`src/rtl/run_controller.sv`:
```
// -----------------------------------------------------------------------------
// run_controller
//
// Sequences instruction execution for a simple processor core. The block walks
// IDLE -> FETCH -> EXEC and then either loops back to FETCH, parks in PAUSE
// (single-step mode), or stops in HALT (HLT instruction or fetch timeout).
//
// Ports
//   clk        in   1   rising-edge clock for all state
//   rst        in   1   asynchronous active-high reset
//   start      in   1   begin/resume; only looked at in IDLE and HALT
//   step_mode  in   1   1 = pause after every executed instruction
//   step_req   in   1   level request to leave PAUSE
//   flag_HLT   in   1   decoder halt flag, active-low (0 = HLT in EXEC)
//   imem_ack   in   1   instruction memory data valid (used only in FETCH)
//   imem_req   out  1   instruction fetch request, high for every FETCH cycle
//   ir_load    out  1   strobe to latch the fetched instruction (FETCH & ack)
//   commit_en  out  1   gates PC / register-file / data-memory writes
//   halted     out  1   high while in HALT
//   fetch_err  out  1   sticky fetch-timeout flag, cleared by start in HALT
//   state      out  3   current state code (IDLE=0 .. HALT=4)
//   retired    out  16  committed instruction count, wraps at 0xFFFF
// -----------------------------------------------------------------------------
module run_controller (
  input  logic        clk,
  input  logic        rst,
  input  logic        start,
  input  logic        step_mode,
  input  logic        step_req,
  input  logic        flag_HLT,
  input  logic        imem_ack,
  output logic        imem_req,
  output logic        ir_load,
  output logic        commit_en,
  output logic        halted,
  output logic        fetch_err,
  output logic [2:0]  state,
  output logic [15:0] retired
);

  typedef enum logic [2:0] {
    S_IDLE  = 3'd0,
    S_FETCH = 3'd1,
    S_EXEC  = 3'd2,
    S_PAUSE = 3'd3,
    S_HALT  = 3'd4
  } state_t;

  // The wait counter holds the number of ack-less FETCH cycles already spent.
  // The cycle that would push it to 255 is the last one allowed: with no ack
  // there, the fetch is abandoned. An ack in that same cycle still wins.
  localparam logic [7:0] WAIT_LAST = 8'd254;

  state_t      cur;
  logic [7:0]  wait_cnt;
  logic        fetch_err_q;
  logic [15:0] retired_q;

  // HLT is active-low: an instruction commits only when flag_HLT is high.
  logic exec_commit;
  assign exec_commit = (cur == S_EXEC) && flag_HLT;

  // ---------------------------------------------------------------------------
  // State machine and counters.
  // Every path into FETCH clears the wait counter so each fetch gets a full
  // timeout window regardless of where it came from.
  // ---------------------------------------------------------------------------
  // NOTE: state is updated with non-blocking assignments so every branch below
  // reads the pre-edge values of cur/wait_cnt/retired_q, independent of order.
  always_ff @(posedge clk or posedge rst) begin
    if (rst) begin
      cur         <= S_IDLE;
      wait_cnt    <= 8'd0;
      fetch_err_q <= 1'b0;
      retired_q   <= 16'd0;
    end else begin
      case (cur)
        S_IDLE: begin
          if (start) begin
            cur      <= S_FETCH;
            wait_cnt <= 8'd0;
          end
        end

        S_FETCH: begin
          if (imem_ack) begin
            cur <= S_EXEC;
          end else if (wait_cnt == WAIT_LAST) begin
            cur         <= S_HALT;
            wait_cnt    <= wait_cnt + 8'd1;
            fetch_err_q <= 1'b1;
          end else begin
            wait_cnt <= wait_cnt + 8'd1;
          end
        end

        S_EXEC: begin
          if (!flag_HLT) begin
            // HLT: nothing commits, the count is left as it is.
            cur <= S_HALT;
          end else begin
            retired_q <= retired_q + 16'd1;
            if (step_mode) begin
              cur <= S_PAUSE;
            end else begin
              cur      <= S_FETCH;
              wait_cnt <= 8'd0;
            end
          end
        end

        S_PAUSE: begin
          // PAUSE is only entered with step_mode high, so seeing it low here
          // means the user dropped out of single-step mode.
          if (step_req || !step_mode) begin
            cur      <= S_FETCH;
            wait_cnt <= 8'd0;
          end
        end

        S_HALT: begin
          if (start) begin
            cur         <= S_FETCH;
            wait_cnt    <= 8'd0;
            fetch_err_q <= 1'b0;
          end
        end

        // Unused codes 5-7 recover to IDLE on the next edge.
        default: begin
          cur <= S_IDLE;
        end
      endcase
    end
  end

  // ---------------------------------------------------------------------------
  // Outputs: decoded from registered state. Only ir_load and commit_en look at
  // inputs, so the instruction latch and write enables act in the same cycle
  // as the ack / decode they depend on.
  // ---------------------------------------------------------------------------
  assign imem_req  = (cur == S_FETCH);
  assign ir_load   = (cur == S_FETCH) && imem_ack;
  assign commit_en = exec_commit;
  assign halted    = (cur == S_HALT);
  assign fetch_err = fetch_err_q;
  assign state     = cur;
  assign retired   = retired_q;

endmodule
```
`config.mk`:
```
export PLATFORM = sky130hd
export DESIGN_NAME = run_controller
export DESIGN_NICKNAME = d
export VERILOG_FILES = /design/src/rtl/run_controller.sv
export SDC_FILE = /design/constraint.sdc
export NUM_CORES = 1
export LEC_CHECK = 0
export ABC_CLOCK_PERIOD_IN_PS = 3360
export BUFFER_PORTS_ARGS = -buffer_cell sky130_fd_sc_hd__buf_2
export CORE_ASPECT_RATIO = 1.4
export CORE_MARGIN = 1.5
export CORE_UTILIZATION = 30
export DETAILED_ROUTE_END_ITERATION = 7
export HOLD_SLACK_MARGIN = 0.12
export PLACE_DENSITY_LB_ADDON = 0.08
export SLEW_MARGIN = 10
export SYNTH_ARGS = -nofsm -noshare
export SYNTH_HDL_FRONTEND = slang
export SYNTH_SLANG_ARGS = --single-unit
```
`constraint.sdc`:
```
create_clock -name clk -period 3.36 [get_ports clk]
set_input_delay 0.168 -clock clk [delete_from_list [all_inputs] [get_ports clk]]
set_output_delay 0.168 -clock clk [all_outputs]
set_load 0.1 [all_outputs]
```
# Word-level counts from Yosys, hierarchy flattened
# Index checks and enable logic that the tools add are counted.
# totals
reg_bits	28
in_bits	7
output_inout_bits	24
wordCells	48
# classes
add_sub_neg	2
eq_ne	13
muxes	17
reduce_logical	12
# op_table
cell	n
$mux W8	5
$pmux W8 S4	1
$add A16 B1 Y16 const B	1
$mux W3	5
$pmux W3 S4	1
$ne A2 B2 Y1 const B	5
$add A8 B1 Y8 const B	1
$eq A8 B8 Y1 const B	1
$eq A3 B2 Y1 const B	2
$reduce_and A6 Y1	1
$ne A2 B1 Y1 const B	2
$reduce_and A4 Y1	1
$reduce_bool A4 Y1	1
$eq A3 B1 Y1 const B	1
$eq A3 B3 Y1 const B	1
$logic_not A3 Y1	1
$mux W1	3
$ne A3 B2 Y1 const B	1
$reduce_and A3 Y1	1
$logic_and A1 B1 Y1	2
$mux W2	1
$pmux W1 S2	1
$reduce_and A2 Y1	1
$reduce_bool A2 Y1	1
other kinds (3)	3

# Depth between registers and ports, before layout
# Gate-level depths: netlist (run 1).
# depth
word_depth	4
depth_mapped	7
mapped_depth_nobuf	6

# Worst setup path before layout (run 1)
# No wires, ideal clock.
# synth_path
path_kind	register to register
from	register cur[0], in the netlist state[0]
to	register cur[1], in the netlist state[1]
setup_time_ns	0.070
t_arrival_ns	3.638
t_required_ns	3.290
setup_slack_ns	-0.347
stages_incl_launch_ff	5
n_path_buf	0
synth_period_minus_slack_ns	3.707
cell_sequence	dfrtp_1 > nand2b_1 > nor2_1 > and2_1 > a31o_2
# synth_via
word_cells_on_any_way	11
classes_between	eq/ne: 7; mux: 1; reduce/logical: 3
# synth_rtl
item	line_no	source
start: declaration	54	state_t cur;
start signal: assignment	72	cur <= S_IDLE;
start signal: assignment	80	cur <= S_FETCH;
start signal: assignment	87	cur <= S_EXEC;
$eq A3 B1 Y1 (*)	--	
via imem_req	32	output logic imem_req,
$ne A3 B2 Y1 (no source line)	--	
$reduce_and A3 Y1 (no source line)	--	
# Mark *: on every way through the listed nets, which the timed path passes. The rest lies on a longest branch.
# A chain may end at the register's enable or synchronous reset.

# Worst setup path in the final report (run 1)
# layout_path
from	register cur[2], in the netlist state[2]
to	output commit_en
# layout_via
elab_chain_len	2
# layout_lines
item	line_no	source
$eq A3 B2 Y1	61	assign exec_commit = (cur == S_EXEC) && flag_HLT;
$logic_and A1 B1 Y1	61	
end: declaration	34	output logic commit_en,
# No other way between the ends.

==> flow_metrics.env, run 1 <==
export IMPL_status="complete, no violations"
export IMPL_clock_sinks=28
export IMPL_syn_nets=144
export IMPL_synth_async_reset_ratio_pct=100
export IMPL_setup_tns_ps=0
export IMPL_rsz0062_at_grt="false"
export IMPL_swShare_pct=53.2
export IMPL_pwr_share_comb_pct=52.1
export IMPL_drv_cap=0
export IMPL_antennaDiodeCount=0
export IMPL_fin_skew_ps=3.22
export IMPL_drc=0
export IMPL_vias=1113
export IMPL_hold_viol=0
export IMPL_yosys_top_cells_count="dfrtp_1, nand2_1, xnor2_1"
export IMPL_fin_crit_ps=2100
export IMPL_io_pins=31
export IMPL_arrival_ps=1940
export IMPL_crit_fanout=10
export IMPL_yosysWarnings=0
export IMPL_yosys_area_top_type_share_pct=48.9
export IMPL_ys_flop_type="dfrtp_1"
export IMPL_ys_ff_latch=28
export IMPL_initialDrtViolationCount=33
export IMPL_grtUsageTotal_pct=12.2
export IMPL_drive_gt1_share_pct=25.3
export IMPL_area_growth_pct=18.5
export IMPL_cpMaxStageDelayCell="dfrtp_1"
export IMPL_yosysMostFrequentCell="dfrtp_1"
export IMPL_critical_path_required_ps=3190
export IMPL_cts_buffers=3
export IMPL_firstDrtPassIters=4
export IMPL_grt_pass1_vias=1054
export IMPL_ant_nets=0
export IMPL_start_util_pct=31.3
export IMPL_seqPwrFrac_pct=33.3
export IMPL_grt_use_met3_pct=1.39
export IMPL_grt_busiest_layer="met2"
export IMPL_p_int_uw=654
export IMPL_vias_per_cell=4.88
export IMPL_yosys_area_top_type="dfrtp_1"
export IMPL_clkPwrFrac_pct=14.6
export IMPL_grt_start_max_net_pins=29
export IMPL_wl_per_cell_um=12.9
export IMPL_syn_avg_cell_area_um2=10.7
export IMPL_drt_total_wl_mm=2.95
export IMPL_fin_util_pct=37.1
export IMPL_fp_row_count=29
export IMPL_netlist_area_um2=1430
export IMPL_endpoint_kind="output port"
export IMPL_worstMarginPinSlew_ps=1030
export IMPL_pwr_density_cell_nw_per_um2=823
export IMPL_clkTransAtPathRegs_ps=90
export IMPL_worstPathCellList="nor4bb_1 > buf_4 > buf_2"
export IMPL_die_height_um=84.8
export IMPL_peakVddDrop_uv=414
export IMPL_cts_root_buf="clkbuf_8"
export IMPL_grt_use_met1_pct=14.3
export IMPL_clock_path_buffers=2
export IMPL_r2r_slack_ps=1410
export IMPL_max_freq_mhz=476
export IMPL_crit_type="flip-flop to output port"
export IMPL_place_hpwl_mm=2.18
export IMPL_placed_area_um2=1630
export IMPL_worstSkewPairLatency_ps=270
export IMPL_dieArea_um2=5200
export IMPL_antenna_found_initial=0
export IMPL_die_w_um=61.4
export IMPL_slowest_delay_ps=520
export IMPL_final_nets=177
export IMPL_finalCritPeriodShare_pct=62.6
export IMPL_cts_tree="built"
export IMPL_power_uw=1400
export IMPL_synthCells=134
export IMPL_critPathLaunchType="flip-flop"
export IMPL_synth_cell_type_count=33
export IMPL_h_tree_depth=1
export IMPL_finalSetupViolCount=0
export IMPL_synth_area_leaders="dfrtp_1, xnor2_1, and3_1"
export IMPL_grt_use_met2_pct=22.1
export IMPL_min_path_type="input pin to flip-flop"
export IMPL_port_buffers=30
export IMPL_grt_pass1_wl_mm=4.87
export IMPL_p_sw_uw=743
export IMPL_seq_area_frac_synth_pct=48.9
export IMPL_slew_violations=0
export IMPL_synth_edf_count=0
export IMPL_p_leak_uw=0.000870
export IMPL_final_area_um2=1700
export IMPL_gp_congestion=0.834
export IMPL_core_um2=4570
export IMPL_gr_total_overflow=0
export IMPL_slew_headroom_pct=31.0
-- timing repair --
item,CTS,global route
hold endpoints to repair,0,28
resized for setup,0,0
hold buffers,0,1
buffers inserted,0,0
setup endpoints to repair,0,0
-- critical path: cells and delay by family, from the launching register on --
family                 cells  cell delay [ps]
DFF                        1              520
buffers and inverters      2              670
and+or+nand+nor            1              470
-- state kept, by name (all words and copies together), names as in the netlist --
register,cells
wait_cnt,8
state,3
fetch_err,1
retired,16
-- cells by family (layout without fill, tap and decap cells) --
family	count (synthesis)	count (layout)	synth area share, %
AOI/OAI and AO/OA	20	20	9.70
buffers and inverters	8	40	3.67
and+or+nand+nor	54	54	21.6
muxes	6	6	4.37
DFF	28	28	48.9
xor gates and xnor gates	15	15	9.17
adders and majority gates	3	3	2.62
-- cells in the final DEF (no fill, tap or decap), types with 3 or more instances in the layout --
cell / synthesis / layout
xnor2_1: 11 / 11
nand2_1: 12 / 12
and3_1: 10 / 10
ha_1: 3 / 3
a31oi_1: 3 / 3
xor2_1: 4 / 4
clkbuf_8: 0 / 4
buf_2: 0 / 30
and4_1: 3 / 3
nor2_1: 7 / 6
nand4_1: 4 / 4
a21oi_1: 6 / 6
and2_1: 3 / 3
inv_1: 4 / 3
mux2i_1: 4 / 4
nand3_1: 9 / 9
dfrtp_1: 28 / 28
-- layout make-up --
cell class              count  area [um^2]
multi-input cells          98          682
inverters                   4         15.0
flip-flops and latches     28          701
clock buffers               4         55.1
fillers                   480         2870
repair buffers             32          168
well taps                  62         77.6
-- layer usage --
layer	part of all wire, %	vias to the layer above
li1	-	541
met1	42	557
met2	55	13
met3	2.4	2
met4	0.81	0
met5	0	-
-- path summary, 6_finish.rpt --
| check | startpoint | endpoint | cells after the start |
|---|---|---|---|
| worst max-delay path | state[2] | commit_en | 3 |
| worst min-delay path | start | state[2] | 2 |
| worst max register to register | state[2] | retired[9] | 5 |
| worst min register to register | retired[15] | retired[15] | 1 |
| max in group asynchronous | rst | retired[1] | 3 |
| min in group asynchronous | rst | retired[15] | 3 |
-- metrics by stage --
step	setup slack, ps	hold WS, ps	std cells
after detailed placement	1390	426	223
after global placement	1450	431	223
after CTS	1220	139	227
after global routing	1170	143	228
after floorplan	129	233	134
final	1260	144	228
-- power groups by stage --
stage | registers [uW] | logic, uW | clock network [uW]
floorplan | 706 | 386 | 0
global placement | 465 | 732 | 0
detailed placement | 470 | 730 | 0
CTS | 464 | 732 | 216
global route | 477 | 770 | 229
finish | 465 | 728 | 205
(Power assumes the default switching activity.)
==> run 2: changes to the inputs <==
--- a/config.mk
+++ b/config.mk
@@ -5,7 +5,8 @@
 export SDC_FILE = /design/constraint.sdc
 export NUM_CORES = 1
 export LEC_CHECK = 0
-export ABC_CLOCK_PERIOD_IN_PS = 3360
+export ABC_AREA = 1
+export ABC_CLOCK_PERIOD_IN_PS = 2100
 export BUFFER_PORTS_ARGS = -buffer_cell sky130_fd_sc_hd__buf_2
 export CORE_ASPECT_RATIO = 1.4
 export CORE_MARGIN = 1.5
==> constraint.sdc (replaced) <==
create_clock -name clk -period 2.1 [get_ports clk]
set_input_delay 0.105 -clock clk [delete_from_list [all_inputs] [get_ports clk]]
set_output_delay 0.105 -clock clk [all_outputs]
set_load 0.1 [all_outputs]
==> run 2 against run 1 <==
- synthesized cell count increased by 78%
- largest cell class is now multi-input gates
- largest power group unchanged
- design area is 21% higher
- sequential power is 73% higher
- setup slack got worse by 1000 ps
- combinational power up 130%
- cell count up 50%
- clock skew is 2.4 ps higher
- sequential share of layout area shrank 7.1 points
- clock-buffer cell count unchanged
==> flow_metrics.env, run 2 <==
export IMPL_status="complete, no violations"
export IMPL_drt_total_wl_mm=4.17
export IMPL_synth_area_leaders="dfrtp_1, nand2_1, inv_1"
export IMPL_hold_viol=0
export IMPL_slew_headroom_pct=47.4
export IMPL_yosysMostFrequentCell="nand2_1"
export IMPL_endpoint_kind="output port"
export IMPL_fp_row_count=32
export IMPL_synth_edf_count=0
export IMPL_synth_cell_type_count=28
export IMPL_gp_congestion=0.822
export IMPL_pwr_density_cell_nw_per_um2=1370
export IMPL_cts_tree="built"
export IMPL_slowest_delay_ps=470
export IMPL_crit_fanout=11
export IMPL_grtUsageTotal_pct=14.5
export IMPL_cts_root_buf="clkbuf_8"
export IMPL_peakVddDrop_uv=540
export IMPL_fin_crit_ps=1890
export IMPL_yosys_top_cells_count="nand2_1, inv_1, dfrtp_1"
export IMPL_yosysWarnings=0
export IMPL_die_height_um=93.6
export IMPL_yosys_area_top_type_share_pct=39.9
export IMPL_path_common_cell="inv_2"
export IMPL_ys_ff_latch=28
export IMPL_setup_tns_ps=0
export IMPL_start_util_pct=31.6
export IMPL_critPathLaunchType="flip-flop"
export IMPL_grt_pass1_vias=1546
export IMPL_critical_path_required_ps=2000
export IMPL_drc=0
export IMPL_p_int_uw=1120
export IMPL_grt_start_max_net_pins=19
export IMPL_finalCritPeriodShare_pct=90.1
export IMPL_initialDrtViolationCount=42
export IMPL_worstMarginPinSlew_ps=788
export IMPL_clkPwrFrac_pct=10.9
export IMPL_cts_setup_buffers=0
export IMPL_area_growth_pct=17.3
export IMPL_final_common_cell="nand2_1"
export IMPL_crit_buf_inv=3
export IMPL_largest_reg_flops=16
export IMPL_ant_nets=0
export IMPL_syn_nets=249
export IMPL_preCtsSetupSlack_ps=531
export IMPL_core_um2=5570
export IMPL_synthCells=239
export IMPL_finalWorstSetupSlack_ps=208
export IMPL_final_area_um2=2060
export IMPL_clock_path_buffers=2
export IMPL_gr_total_overflow=0
export IMPL_drive_gt1_share_pct=24.4
export IMPL_slew_violations=0
export IMPL_power_uw=2820
export IMPL_worstSkewPairLatency_ps=270
export IMPL_antenna_found_initial=0
export IMPL_placed_area_um2=2000
export IMPL_yosys_area_top_type="dfrtp_1"
export IMPL_min_path_type="input pin to flip-flop"
export IMPL_place_hpwl_mm=3.22
export IMPL_worstPathCellList="inv_2 > nor2_4 > nand3_4 > inv_2 > buf_2"
export IMPL_final_nets=286
export IMPL_vias=1579
export IMPL_p_sw_uw=1710
export IMPL_p_leak_uw=0.00104
export IMPL_fin_skew_ps=5.58
export IMPL_seq_area_frac_synth_pct=39.9
export IMPL_clock_sinks=28
export IMPL_cts_resized=0
export IMPL_synth_async_reset_ratio_pct=100
export IMPL_swShare_pct=60.5
export IMPL_wl_per_cell_um=12.2
export IMPL_syn_avg_cell_area_um2=7.36
export IMPL_arrival_ps=1790
export IMPL_drv_cap=0
export IMPL_netlist_area_um2=1760
export IMPL_max_freq_mhz=528
export IMPL_crit_type="flip-flop to output port"
export IMPL_firstDrtPassIters=4
export IMPL_vias_per_cell=4.60
export IMPL_io_pins=31
export IMPL_port_buffers=30
export IMPL_final_cell_mix="nand2_1, buf_2, inv_1"
export IMPL_pwr_share_comb_pct=60.6
export IMPL_ys_flop_type="dfrtp_1"
export IMPL_finalSetupViolCount=0
export IMPL_cpMaxStageDelayCell="buf_2"
export IMPL_h_tree_depth=1
export IMPL_fill_cells=587
export IMPL_dieArea_um2=6330
export IMPL_clkTransAtPathRegs_ps=100
export IMPL_cts_buffers=3
export IMPL_cp_top_family="buffers and inverters"
export IMPL_die_w_um=67.7
export IMPL_rsz0062_at_grt="false"
export IMPL_postCtsHoldBufs=2
export IMPL_grt_pass1_wl_mm=6.96
export IMPL_antennaDiodeCount=0
export IMPL_seqPwrFrac_pct=28.6
## run 2: cell types whose count changed after synthesis, sizes merged, moves of 4 or more
cell,previous run,this run
xnor2,11,3
nand2,12,81
nor2,7,32
nand3,9,15
inv,4,33
nor3,0,4
mux2i,4,0
and3,10,0
o21ai,2,18
## run 2: logic make-up after synthesis
group	count (synthesis)	share of synthesized area [%]
and+or+nand+nor	140	36.0
buffers and inverters	35	8.54
DFF	28	39.9
AOI/OAI and AO/OA	25	9.47
xor gates and xnor gates	8	3.99
adders and majority gates	3	2.14
## run 2: layer usage
metal  vias up  wire, um  global-route usage, %
li1        818         -                      -
met1       739      1760                   16.4
met2        20      2230                   26.6
met3         2       143                   2.41
met4         0        38                   4.59
met5         -         0                      0
## run 2: worst register-to-register path, delay by kind of cell (launching register included)
family / cells / cell delay [ps]
fa+ha+maj: 1 / 240
flops: 1 / 420
simple gates: 4 / 540
compound gates: 1 / 130
buf+inv: 2 / 160
## run 2: cell type report
class | instances | area (um^2) | share of cell area [%]
well taps | 68 | 85.1 | 4.13
inverters | 33 | 124 | 6.01
clock buffers | 4 | 45.0 | 2.18
multi-input cells | 176 | 918 | 44.5
repair buffers | 34 | 185 | 8.98
flip-flops and latches | 28 | 704 | 34.2
## run 2: per-stage QoR
stage               util [%]  hold slack (ps)  cells
finish                  37.1              153    343
global route            37.1              164    343
CTS                     37.1              144    343
detailed placement      35.9              288    337
global placement        35.9              279    337
floorplan                  -              170    239
## run 2: worst paths after layout
path	endpoint	startpoint	depth (start not counted)	slack (ps)
setup / recovery	commit_en	state[1]	5	210
hold / removal	state[2]	imem_ack	4	150
setup reg to reg	retired[8]	retired[1]	8	500
hold reg to reg	retired[2]	retired[2]	1	520
max in group asynchronous	state[1]	rst	4	910
min in group asynchronous	retired[14]	rst	3	520
## run 2: power by group through the flow
stage               registers, uW  logic, uW  clock network (uW)
floorplan                    1380        906                   0
global placement              820       1730                   0
detailed placement            821       1720                   0
CTS                           810       1730                 331
global route                  837       1840                 345
finish                        806       1710                 306
==> run 3: changes to the inputs <==
==> constraint.sdc (replaced) <==
create_clock -name clk -period 2.1 [get_ports clk]
set_input_delay 0 -clock clk [delete_from_list [all_inputs] [get_ports clk]]
set_output_delay 0 -clock clk [all_outputs]
set_load 0.1 [all_outputs]
==> run 3 against run 2 <==
- sequential power grew 0.6%
- total power up 2.3%
- combinational power about the same
- die area stayed put
- first-iteration DRC count is 19% higher
- sequential cell count unchanged
- critical path depth grew 4
- maximum frequency increased by 1.8%
- clock skew decreased by 3.3 ps
==> flow_metrics.env, run 3 (synthesized netlist as in run 2, its figures left out) <==
export IMPL_status="complete, no violations"
export IMPL_cts_root_buf="clkbuf_8"
export IMPL_worstSkewPairLatency_ps=270
export IMPL_p_int_uw=1180
export IMPL_firstDrtPassIters=4
export IMPL_drt_total_wl_mm=4.26
export IMPL_critical_path_required_ps=2310
export IMPL_fin_skew_ps=2.24
export IMPL_p_leak_uw=0.00107
export IMPL_cts_setup_buffers=0
export IMPL_vias=1544
export IMPL_max_freq_mhz=538
export IMPL_cpMaxStageDelayCell="dlygate4sd3_1"
export IMPL_slew_violations=0
export IMPL_h_tree_depth=1
export IMPL_port_buffers=30
export IMPL_fp_row_count=32
export IMPL_gr_total_overflow=0
export IMPL_ant_nets=0
export IMPL_drv_cap=0
export IMPL_place_hpwl_mm=3.32
export IMPL_critPathLaunchType="flip-flop"
export IMPL_cp_top_family="buffers and inverters"
export IMPL_clock_sinks=28
export IMPL_pwr_density_cell_nw_per_um2=1360
export IMPL_peakVddDrop_uv=810
export IMPL_largest_reg_flops=16
export IMPL_grtUsageTotal_pct=14.5
export IMPL_pwr_share_comb_pct=60.1
export IMPL_crit_buf_inv=3
export IMPL_antenna_found_initial=0
export IMPL_p_sw_uw=1710
export IMPL_grt_start_max_net_pins=17
export IMPL_slowest_delay_ps=540
export IMPL_antennaDiodeCount=0
export IMPL_placed_area_um2=2000
export IMPL_worstPathCellList="inv_1 > ha_1 > nand3_1 > nor3_2 > inv_1 > a21oi_1 > nand2_1 > nand2_1 > dlygate4sd3_1"
export IMPL_final_cells=348
export IMPL_preCtsSetupSlack_ps=603
export IMPL_dp_cells=338
export IMPL_gp_congestion=0.762
export IMPL_cts_buffers=3
export IMPL_clkTransAtPathRegs_ps=100
export IMPL_vias_per_cell=4.44
export IMPL_core_um2=5570
export IMPL_final_common_cell="nand2_1"
export IMPL_arrival_ps=2070
export IMPL_grt_pass1_vias=1493
export IMPL_die_height_um=93.6
export IMPL_crit_type="flip-flop to flip-flop"
export IMPL_finalSetupViolCount=0
export IMPL_final_nets=291
export IMPL_io_pins=31
export IMPL_seqPwrFrac_pct=28.1
export IMPL_worstMarginPinSlew_ps=501
export IMPL_finalCritPeriodShare_pct=88.5
export IMPL_crit_fanout=4
export IMPL_slew_headroom_pct=66.8
export IMPL_start_util_pct=31.6
export IMPL_cts_tree="built"
export IMPL_rsz0062_at_grt="false"
export IMPL_wl_per_cell_um=12.2
export IMPL_drive_gt1_share_pct=25.0
export IMPL_endpoint_kind="flip-flop"
export IMPL_fin_crit_ps=1860
export IMPL_finalWorstSetupSlack_ps=242
export IMPL_grt_pass1_wl_mm=6.93
export IMPL_clkPwrFrac_pct=11.8
export IMPL_hold_slack_ps=132
export IMPL_min_path_type="input pin to flip-flop"
export IMPL_dieArea_um2=6330
export IMPL_setup_tns_ps=0
export IMPL_swShare_pct=59.2
export IMPL_drc=0
export IMPL_area_growth_pct=20.9
export IMPL_die_w_um=67.7
export IMPL_final_area_um2=2120
export IMPL_initialDrtViolationCount=50
export IMPL_clock_path_buffers=2
export IMPL_hold_viol=0
export IMPL_final_cell_mix="nand2_1, buf_2, inv_1"
==> run 3: changes by cell type in the layout (fill, tap and decap cells not counted) <==
cell           delta
dlygate4sd3_1     +4
buf_4             +1
clkbuf_1          -1
clkbuf_8          +1
nor3_1            -1
nor3_2            +1
==> run 3: cell type report <==
cell class	instances	area, um^2
Sequential cell	28	704
Timing Repair Buffer	39	233
Tap cell	68	85.1
Clock buffer	4	55.1
Inverter	33	124
Fill cell	610	3440
Multi-Input combinational cell	176	923
==> run 3: path summary, 6_finish.rpt <==
path / startpoint / endpoint / slack [ps] / cells past startpoint
hold / removal: flag_HLT / retired[0] / 130 / 3
setup / recovery: wait_cnt[0] / state[2] / 240 / 9
setup reg to reg: wait_cnt[0] / state[2] / 240 / 9
max in group asynchronous: rst / state[0] / 1370 / 4
hold reg to reg: retired[7] / retired[7] / 530 / 1
min in group asynchronous: rst / wait_cnt[7] / 230 / 3
==> run 3: routing by layer <==
metal / GRT usage [%] / vias up / wire length (um)
met3: 1.56 / 2 / 105
met5: 0 / - / 0
li1: - / 826 / -
met1: 16.7 / 700 / 1780
met4: 4.59 / 0 / 33
met2: 26.8 / 16 / 2340
==> run 3: worst reg2reg max path, delay by kind of cell, from the launching register on <==
family,cells,cell delay [ps]
and+or+nand+nor,4,390
DFF,1,420
AOI/OAI and AO/OA,1,140
adders and majority gates,1,150
buffers and inverters,3,710
==> run 3: timing repair <==
item / 4_1_cts / 5_1_grt
hold buffers: 6 / 0
resized for setup: 0 / 1
endpoints found under the hold margin: 31 / 0
setup endpoints to repair: 0 / 1
==> run 3: power by group through the flow <==
stage,Clock (uW),Sequential (uW),Combinational (uW)
floorplan,0,1380,906
finish,340,811,1740
global placement,0,825,1730
detailed placement,0,826,1720
CTS,366,815,1760
global route,380,836,1860
==> run 3: through the flow <==
stage          power, uW  utilization [%]
4_1_cts             2940             38.1
6_report            2890             38.2
3_5_place_dp        2550             36.0
3_3_place_gp        2550             36.0
2_1_floorplan       2290                -
5_1_grt             3070             38.2
